===== src/rtl/muldiv_pkg.sv =====
// muldiv_pkg: shared types and constants for the RV32M multiply/divide unit.
//   muldiv_op_t    - funct3 encodings of the M-extension operations
//   muldiv_state_t - control FSM states
//   MULDIV_ITERS   - datapath iterations per normal operation
package muldiv_pkg;

  localparam int unsigned MULDIV_ITERS = 32;
  localparam int unsigned CNT_WDTH     = 6;

  typedef enum logic [2:0] {
    OP_MUL    = 3'b000,
    OP_MULH   = 3'b001,
    OP_MULHSU = 3'b010,
    OP_MULHU  = 3'b011,
    OP_DIV    = 3'b100,
    OP_DIVU   = 3'b101,
    OP_REM    = 3'b110,
    OP_REMU   = 3'b111
  } muldiv_op_t;

  typedef enum logic [1:0] {
    ST_IDLE,
    ST_CALC,
    ST_FIXUP,
    ST_DONE
  } muldiv_state_t;

  // Divide and remainder operations share the divider datapath.
  function automatic logic is_div(muldiv_op_t op);
    return op inside {OP_DIV, OP_DIVU, OP_REM, OP_REMU};
  endfunction

  // MUL is treated as signed; its low word is the same either way.
  function automatic logic a_signed(muldiv_op_t op);
    return op inside {OP_MUL, OP_MULH, OP_MULHSU, OP_DIV, OP_REM};
  endfunction

  function automatic logic b_signed(muldiv_op_t op);
    return op inside {OP_MUL, OP_MULH, OP_DIV, OP_REM};
  endfunction

endpackage


===== src/rtl/muldiv_if.sv =====
// muldiv_if: request/response bundle between control unit / register file
// and the multiply/divide unit.
//   start_i, kill_i, op_i, a_i, b_i, rd_i : request side (master drives)
//   busy_o, done_o, result_o, rd_o         : response side (slave drives)
interface muldiv_if #(
  parameter int unsigned DATA_WDTH = 32,
  parameter int unsigned ADDR_WDTH = 5
);

  logic                 start_i;
  logic                 kill_i;
  logic [2:0]           op_i;
  logic [DATA_WDTH-1:0] a_i;
  logic [DATA_WDTH-1:0] b_i;
  logic [ADDR_WDTH-1:0] rd_i;
  logic                 busy_o;
  logic                 done_o;
  logic [DATA_WDTH-1:0] result_o;
  logic [ADDR_WDTH-1:0] rd_o;

  modport master (
    output start_i, kill_i, op_i, a_i, b_i, rd_i,
    input  busy_o, done_o, result_o, rd_o
  );

  modport slave (
    input  start_i, kill_i, op_i, a_i, b_i, rd_i,
    output busy_o, done_o, result_o, rd_o
  );

endinterface


===== src/rtl/muldiv_unit.sv =====
// muldiv_unit: iterative RV32M multiply/divide unit. A shift-add multiplier
// and a restoring divider share one 64-bit accumulator and 32 iterations.
//   clk_i, rst_i : clock, asynchronous active-high reset
//   bus (slave)  : start/kill/op/operands/rd in; busy/done/result/rd out
module muldiv_unit
  import muldiv_pkg::*;
#(
  parameter int unsigned DATA_WDTH = 32,
  parameter int unsigned ADDR_WDTH = 5
) (
  input  logic    clk_i,
  input  logic    rst_i,
  muldiv_if.slave bus
);

  localparam int unsigned ACC_WDTH = 2 * DATA_WDTH;
  localparam logic [DATA_WDTH-1:0] ONES = '1;
  localparam logic [DATA_WDTH-1:0] MIN_NEG = {1'b1, {(DATA_WDTH-1){1'b0}}};

  muldiv_state_t        state, state_next;
  logic [CNT_WDTH-1:0]  cnt;
  logic [ACC_WDTH-1:0]  acc;        // mul: {hi, multiplier}; div: {rem, quo}
  logic [DATA_WDTH-1:0] opnd;       // multiplicand or divisor magnitude
  muldiv_op_t           op_q;
  logic                 neg_res;    // product/quotient must be negated
  logic                 neg_rem;    // remainder follows dividend sign
  logic                 special_q;  // result preloaded, skip sign fixup
  logic                 busy_q;
  logic                 done_q;
  logic [DATA_WDTH-1:0] result_q;
  logic [ADDR_WDTH-1:0] rd_q;

  muldiv_op_t           op_in;
  logic                 a_neg, b_neg, div_zero, div_ovf, special, accept;
  logic [DATA_WDTH-1:0] a_abs, b_abs;

  logic [DATA_WDTH:0]   mul_sum, div_rem_sh, div_trial;
  logic [ACC_WDTH-1:0]  acc_mul, acc_div, prod;
  logic [DATA_WDTH-1:0] quo_fix, rem_fix, fix_result;

  assign op_in = muldiv_op_t'(bus.op_i);

  // Operand decode: magnitudes, signs and special-case detection.
  always_comb begin
    a_neg    = a_signed(op_in) & bus.a_i[DATA_WDTH-1];
    b_neg    = b_signed(op_in) & bus.b_i[DATA_WDTH-1];
    a_abs    = a_neg ? DATA_WDTH'(-bus.a_i) : bus.a_i;
    b_abs    = b_neg ? DATA_WDTH'(-bus.b_i) : bus.b_i;
    div_zero = is_div(op_in) && (bus.b_i == '0);
    div_ovf  = (op_in inside {OP_DIV, OP_REM}) &&
               (bus.a_i == MIN_NEG) && (bus.b_i == ONES);
    special  = div_zero || div_ovf;
    accept   = (state == ST_IDLE) && bus.start_i && !bus.kill_i;
  end

  // One iteration of each algorithm.
  always_comb begin
    mul_sum    = {1'b0, acc[ACC_WDTH-1:DATA_WDTH]} +
                 (acc[0] ? {1'b0, opnd} : '0);
    acc_mul    = {mul_sum, acc[DATA_WDTH-1:1]};
    // Remainder after the left shift needs one extra bit before the trial.
    div_rem_sh = acc[ACC_WDTH-1:DATA_WDTH-1];
    div_trial  = div_rem_sh - {1'b0, opnd};
    acc_div    = div_trial[DATA_WDTH] ?
                 {acc[ACC_WDTH-2:0], 1'b0} :
                 {div_trial[DATA_WDTH-1:0], acc[DATA_WDTH-2:0], 1'b1};
  end

  // Sign fixup and output word selection.
  always_comb begin
    prod    = neg_res ? ACC_WDTH'(-acc) : acc;
    quo_fix = (neg_res && !special_q) ? DATA_WDTH'(-acc[DATA_WDTH-1:0])
                                      : acc[DATA_WDTH-1:0];
    rem_fix = (neg_rem && !special_q) ? DATA_WDTH'(-acc[ACC_WDTH-1:DATA_WDTH])
                                      : acc[ACC_WDTH-1:DATA_WDTH];
    case (op_q)
      OP_MUL:                       fix_result = prod[DATA_WDTH-1:0];
      OP_MULH, OP_MULHSU, OP_MULHU: fix_result = prod[ACC_WDTH-1:DATA_WDTH];
      OP_DIV, OP_DIVU:              fix_result = quo_fix;
      default:                      fix_result = rem_fix;
    endcase
  end

  // State register.
  always_ff @(posedge clk_i or posedge rst_i) begin
    if (rst_i) state <= ST_IDLE;
    else       state <= state_next;
  end

  // Next-state logic; kill overrides every transition.
  always_comb begin
    state_next = state;
    case (state)
      ST_IDLE:  if (accept) state_next = special ? ST_FIXUP : ST_CALC;
      ST_CALC:  if (cnt == CNT_WDTH'(MULDIV_ITERS - 1)) state_next = ST_FIXUP;
      ST_FIXUP: state_next = ST_DONE;
      ST_DONE:  state_next = ST_IDLE;
      default:  state_next = ST_IDLE;
    endcase
    if (bus.kill_i) state_next = ST_IDLE;
  end

  // Datapath and registered outputs.
  always_ff @(posedge clk_i or posedge rst_i) begin
    if (rst_i) begin
      cnt       <= '0;
      acc       <= '0;
      opnd      <= '0;
      op_q      <= OP_MUL;
      neg_res   <= 1'b0;
      neg_rem   <= 1'b0;
      special_q <= 1'b0;
      busy_q    <= 1'b0;
      done_q    <= 1'b0;
      result_q  <= '0;
      rd_q      <= '0;
    end else begin
      busy_q <= (state_next != ST_IDLE);
      done_q <= (state_next == ST_DONE);
      if (accept) begin
        op_q      <= op_in;
        rd_q      <= bus.rd_i;
        cnt       <= '0;
        neg_res   <= a_neg ^ b_neg;
        neg_rem   <= a_neg;
        special_q <= special;
        if (div_zero) begin
          acc  <= {bus.a_i, ONES};
          opnd <= b_abs;
        end else if (div_ovf) begin
          acc  <= {{DATA_WDTH{1'b0}}, MIN_NEG};
          opnd <= b_abs;
        end else if (is_div(op_in)) begin
          acc  <= {{DATA_WDTH{1'b0}}, a_abs};
          opnd <= b_abs;
        end else begin
          acc  <= {{DATA_WDTH{1'b0}}, b_abs};
          opnd <= a_abs;
        end
      end else if (state == ST_CALC && !bus.kill_i) begin
        acc <= is_div(op_q) ? acc_div : acc_mul;
        cnt <= cnt + CNT_WDTH'(1);
      end
      if (state == ST_FIXUP && !bus.kill_i) result_q <= fix_result;
    end
  end

  assign bus.busy_o   = busy_q;
  assign bus.done_o   = done_q;
  assign bus.result_o = result_q;
  assign bus.rd_o     = rd_q;

endmodule

===== src/flat_wrapper.sv =====
// flat-port wrapper written by rule: the top's interface ports become plain ports
module muldiv_unit_flat import muldiv_pkg::*;
#(
  parameter int unsigned DATA_WDTH = 32,
  parameter int unsigned ADDR_WDTH = 5
)
  (clk_i, rst_i, bus_start_i, bus_kill_i, bus_op_i, bus_a_i, bus_b_i, bus_rd_i, bus_busy_o, bus_done_o, bus_result_o, bus_rd_o);
  muldiv_if #(.DATA_WDTH(DATA_WDTH), .ADDR_WDTH(ADDR_WDTH)) bus_i ();
  input  logic clk_i;
  input  logic rst_i;
  input wire logic [$bits(bus_i.start_i)-1:0] bus_start_i;
  input wire logic [$bits(bus_i.kill_i)-1:0] bus_kill_i;
  input wire logic [$bits(bus_i.op_i)-1:0] bus_op_i;
  input wire logic [$bits(bus_i.a_i)-1:0] bus_a_i;
  input wire logic [$bits(bus_i.b_i)-1:0] bus_b_i;
  input wire logic [$bits(bus_i.rd_i)-1:0] bus_rd_i;
  output wire logic [$bits(bus_i.busy_o)-1:0] bus_busy_o;
  output wire logic [$bits(bus_i.done_o)-1:0] bus_done_o;
  output wire logic [$bits(bus_i.result_o)-1:0] bus_result_o;
  output wire logic [$bits(bus_i.rd_o)-1:0] bus_rd_o;
  assign bus_i.start_i = bus_start_i;
  assign bus_i.kill_i = bus_kill_i;
  assign bus_i.op_i = bus_op_i;
  assign bus_i.a_i = bus_a_i;
  assign bus_i.b_i = bus_b_i;
  assign bus_i.rd_i = bus_rd_i;
  assign bus_busy_o = bus_i.busy_o;
  assign bus_done_o = bus_i.done_o;
  assign bus_result_o = bus_i.result_o;
  assign bus_rd_o = bus_i.rd_o;
  muldiv_unit #(.DATA_WDTH(DATA_WDTH), .ADDR_WDTH(ADDR_WDTH)) u_core (.clk_i(clk_i), .rst_i(rst_i), .bus(bus_i));
endmodule

===== config.mk =====
export PLATFORM = sky130hd
export DESIGN_NAME = muldiv_unit_flat
export DESIGN_NICKNAME = d
export VERILOG_FILES = /design/src/rtl/muldiv_pkg.sv /design/src/rtl/muldiv_if.sv /design/src/rtl/muldiv_unit.sv /design/src/flat_wrapper.sv
export SDC_FILE = /design/constraint.sdc
export NUM_CORES = 1
export LEC_CHECK = 0
export CAP_MARGIN = 10
export CELL_PAD_IN_SITES_DETAIL_PLACEMENT = 1
export CELL_PAD_IN_SITES_GLOBAL_PLACEMENT = 1
export CORE_ASPECT_RATIO = 0.6
export CORE_UTILIZATION = 30
export CTS_BUF_LIST = sky130_fd_sc_hd__clkbuf_4 sky130_fd_sc_hd__clkbuf_8 sky130_fd_sc_hd__clkbuf_16
export DETAILED_ROUTE_END_ITERATION = 10
export PLACE_DENSITY_LB_ADDON = 0.1
export SLEW_MARGIN = 10
export SYNTH_ARGS = -nofsm -noshare
export SYNTH_HDL_FRONTEND = slang
export SYNTH_SLANG_ARGS = --single-unit
export TNS_END_PERCENT = 5

===== constraint.sdc =====
create_clock -name clk_i -period 11.8 [get_ports clk_i]
set_input_delay 1.77 -clock clk_i [delete_from_list [all_inputs] [get_ports clk_i]]
set_output_delay 1.77 -clock clk_i [all_outputs]
set_load 0.01 [all_outputs]

==> results.py <==
metrics = {
    "status": {
        "outcome": "finished, final reports clean",
    },
    "critical_path": {
        "cp.required_ns": 12.16,
        "cp-end-kind": "flip-flop",
        "setup.worst_path.start_class": "primary input",
        "path_max_fanout": 6,
        "arrival_ns": 5.86,
        "path_class": "primary input to flip-flop",
    },
    "cts": {
        "cts_buffer_depth": 2,
        "cts_resized": 0,
        "clk_pin_slew_worst_paths_ns": 0.08,
        "cts_sinks": 149,
        "htreeDepth": 4,
        "cts_root_buffer": "clkbuf_16",
        "cts_tree": "built",
        "hold_buffers": 0,
        "clk_latency_ns": 0.47,
        "cts_setup_buffers": 0,
        "cts_made_buffers": 17,
    },
    "finish": {
        "syn_to_final_growth_pct": 14.98,
        "mostFrequentLayoutCells": "nand2_1 (241), o21ai_0 (235), nor2_1 (216), a21oi_1 (172), dfrtp_1 (148)",
        "mostFrequentLayoutCell": "nand2_1",
        "finalNetCount": 2263,
        "fill_cells": 6093,
        "drive_above_1_share": 0.05122,
    },
    "route": {
        "drcViolationCount": 0,
        "wirelength_mm": 77.56,
        "met2_length_mm": 28.86,
        "drt-initial-drc-count": 1832,
        "dr_wl_met3_mm": 8.287,
        "ant_nets": 0,
        "met1Wirelength_mm": 39.13,
        "first_pass_iters": 5,
        "via_count": 16840,
        "top_layer_used": "met5",
        "viasPerCell": 5.991,
        "routedWlPerCell_um": 27.59,
    },
    "timing": {
        "min_period_over_period": 0.4666,
        "maxSlewHeadroom": 0.2089,
        "slew_violations": 0,
        "rsz0062_at_grt": "no",
        "hold_viol": 0,
        "setup_violations": 0,
        "period_minus_slack_ns": 5.506,
        "tns_ns": 0,
        "tightestPinTransition_ns": 1.172,
        "max_freq_ghz": 0.1816,
        "fin_skew_ns": 0.02280,
    },
    "logic_synthesis": {
        "syn_inst": 2103,
        "synth-edff-count": 0,
        "synth_top_area_cell": "dfrtp_1",
        "syn_nets": 2251,
        "ys_seq_area_frac": 0.2416,
        "ys_ff_latch": 149,
        "syn_avg_cell_area_um2": 7.339,
        "synthFlopType": "dfrtp_1",
        "synthArstFlopShare": 1.000,
        "synth_area_um2": 15430,
        "synth_warnings": 0,
        "yosysTopAreaCellShare": 0.2416,
        "synth_area_leaders": "dfrtp_1 (24%), o21ai_0 (7.7%), xnor2_1 (6.1%), nand2_1 (5.9%), ha_1 (5.7%)",
        "synth.distinct_cells": 79,
    },
    "pwr": {
        "peakVddDrop_mv": 0.1122,
        "switchingPower_mw": 2.041,
        "power_leakage_nw": 7.201,
        "sw_frac_of_total": 0.5369,
        "p_per_area_nw_per_um2": 214.2,
        "seq_power_share": 0.233,
        "p_clk_frac": 0.153,
        "power_mw": 3.802,
        "p_int_mw": 1.760,
        "comb_power_share": 0.613,
    },
    "die": {
        "dieWidth_um": 294.8,
        "coreArea_um2": 50050,
        "io_pins": 115,
        "fp.dieH_um": 177.7,
        "start_util": 0.3083,
        "num_rows": 63,
        "die-area_um2": 52390,
    },
    "grt": {
        "antenna_found_initial": 3,
        "grt_pass1_vias": 16270,
        "track_usage": 0.2974,
        "grt_overflow": 0,
        "grt_max_degree": 86,
        "grt_pass1_wl_mm": 113.6,
    },
    "hold_path": {
        "min_path_type": "flip-flop to flip-flop",
    },
    "flow_run": {
        "cap_violations": 0,
    },
    "place": {
        "gp_congestion": 0.9401,
        "hpwl_mm": 61.18,
        "port_buffers": 114,
    },
}
[synthesized netlist by cell type (49+ instances only)]
library cell / number
a21oi_1: 172
clkbuf_1: 135
dfrtp_1: 149
ha_1: 70
inv_1: 57
mux2i_1: 61
nand2_1: 241
nor2_1: 219
nor3_1: 49
o21ai_0: 236
xnor2_1: 108
xor2_1: 67
[stage by stage]
step	area [um2]	std cells	setup WS (ns)	utilization	hold slack, ns
global route	17740	2810	5.976	0.3545	0.5090
CTS	17730	2809	6.258	0.3542	0.4873
detailed placement	17120	2777	5.803	0.3420	0.4660
floorplan	15430	2103	6.022	-	0.4498
finish	17750	2811	6.294	0.3545	0.4828
global placement	17100	2776	4.969	0.3417	0.4575
[sequential cells by signal, indices dropped and copies added (netlist names), 2 cells and up]
signal / flops
u_core.cnt: 6
u_core.opnd: 32
u_core.state: 2
u_core.op_q: 3
u_core.bus.rd_o: 5
u_core.bus.result_o: 32
u_core.acc: 64
[critical path, stage by stage]
cell	delay, ns
clkdlybuf4s50_1	0.50
inv_1	0.10
ha_1	0.20
or4b_2	0.62
or3_1	0.39
nor2b_1	0.41
nand3_1	0.33
o21ai_0	0.85
nor2_1	0.30
nor2_1	0.19
o22a_1	0.15
nor2_1	0.03
[logic make-up after synthesis]
kind of cell / after synthesis / share of synthesized area
AO/OA/AOI/OAI: 711 / 0.2850
AND/OR/NAND/NOR: 707 / 0.2119
buffers and inverters: 216 / 0.05424
XOR/XNOR: 176 / 0.1004
flip-flops: 149 / 0.2416
multiplexers: 72 / 0.04759
adder cells (fa/ha/maj): 72 / 0.05934
[metal layers]
| metal | vias up | track usage |
|---|---|---|
| li1 | 7649 | - |
| met1 | 8413 | 0.4632 |
| met2 | 711 | 0.3863 |
| met3 | 63 | 0.09418 |
| met4 | 4 | 0.05534 |
| met5 | - | 0 |
[final timing paths]
kind	from	to	slack, ns	cells past startpoint
max	bus_b_i[0]	u_core.state[0]	6.29	12
min	u_core.bus.rd_o[4]	u_core.bus.rd_o[4]	0.48	2
max reg2reg	u_core.acc[0]	u_core.bus.result_o[18]	6.84	13
min in group asynchronous	rst_i	u_core.bus.rd_o[3]	1.69	2
max in group asynchronous	rst_i	u_core.op_q[2]	8.86	3
min reg2reg	u_core.bus.rd_o[4]	u_core.bus.rd_o[4]	0.48	2
[cell type report]
cell class                 instances  area [um2]  area share
multi-input combinational       1738       10900      0.6145
clock buffer                      17       425.4     0.02397
antenna                            1       2.502   0.0001410
clock inverter                    15       182.7     0.01029
timing repair buffer             150        1421     0.08010
tap                              682       853.3     0.04809
inverter                          59       226.5     0.01276
sequential                       149        3730      0.2102
[power groups by stage]
stage                     sequential (mW)  combinational [mW]  clock, mW
after CTS                           0.869                2.27      0.596
after detailed placement            0.880                2.24          0
after global placement              0.876                2.22          0
final                               0.887                2.33      0.582
after floorplan                     0.684                1.62          0
after global routing                0.891                2.51      0.615
(Power assumes the default switching activity.)
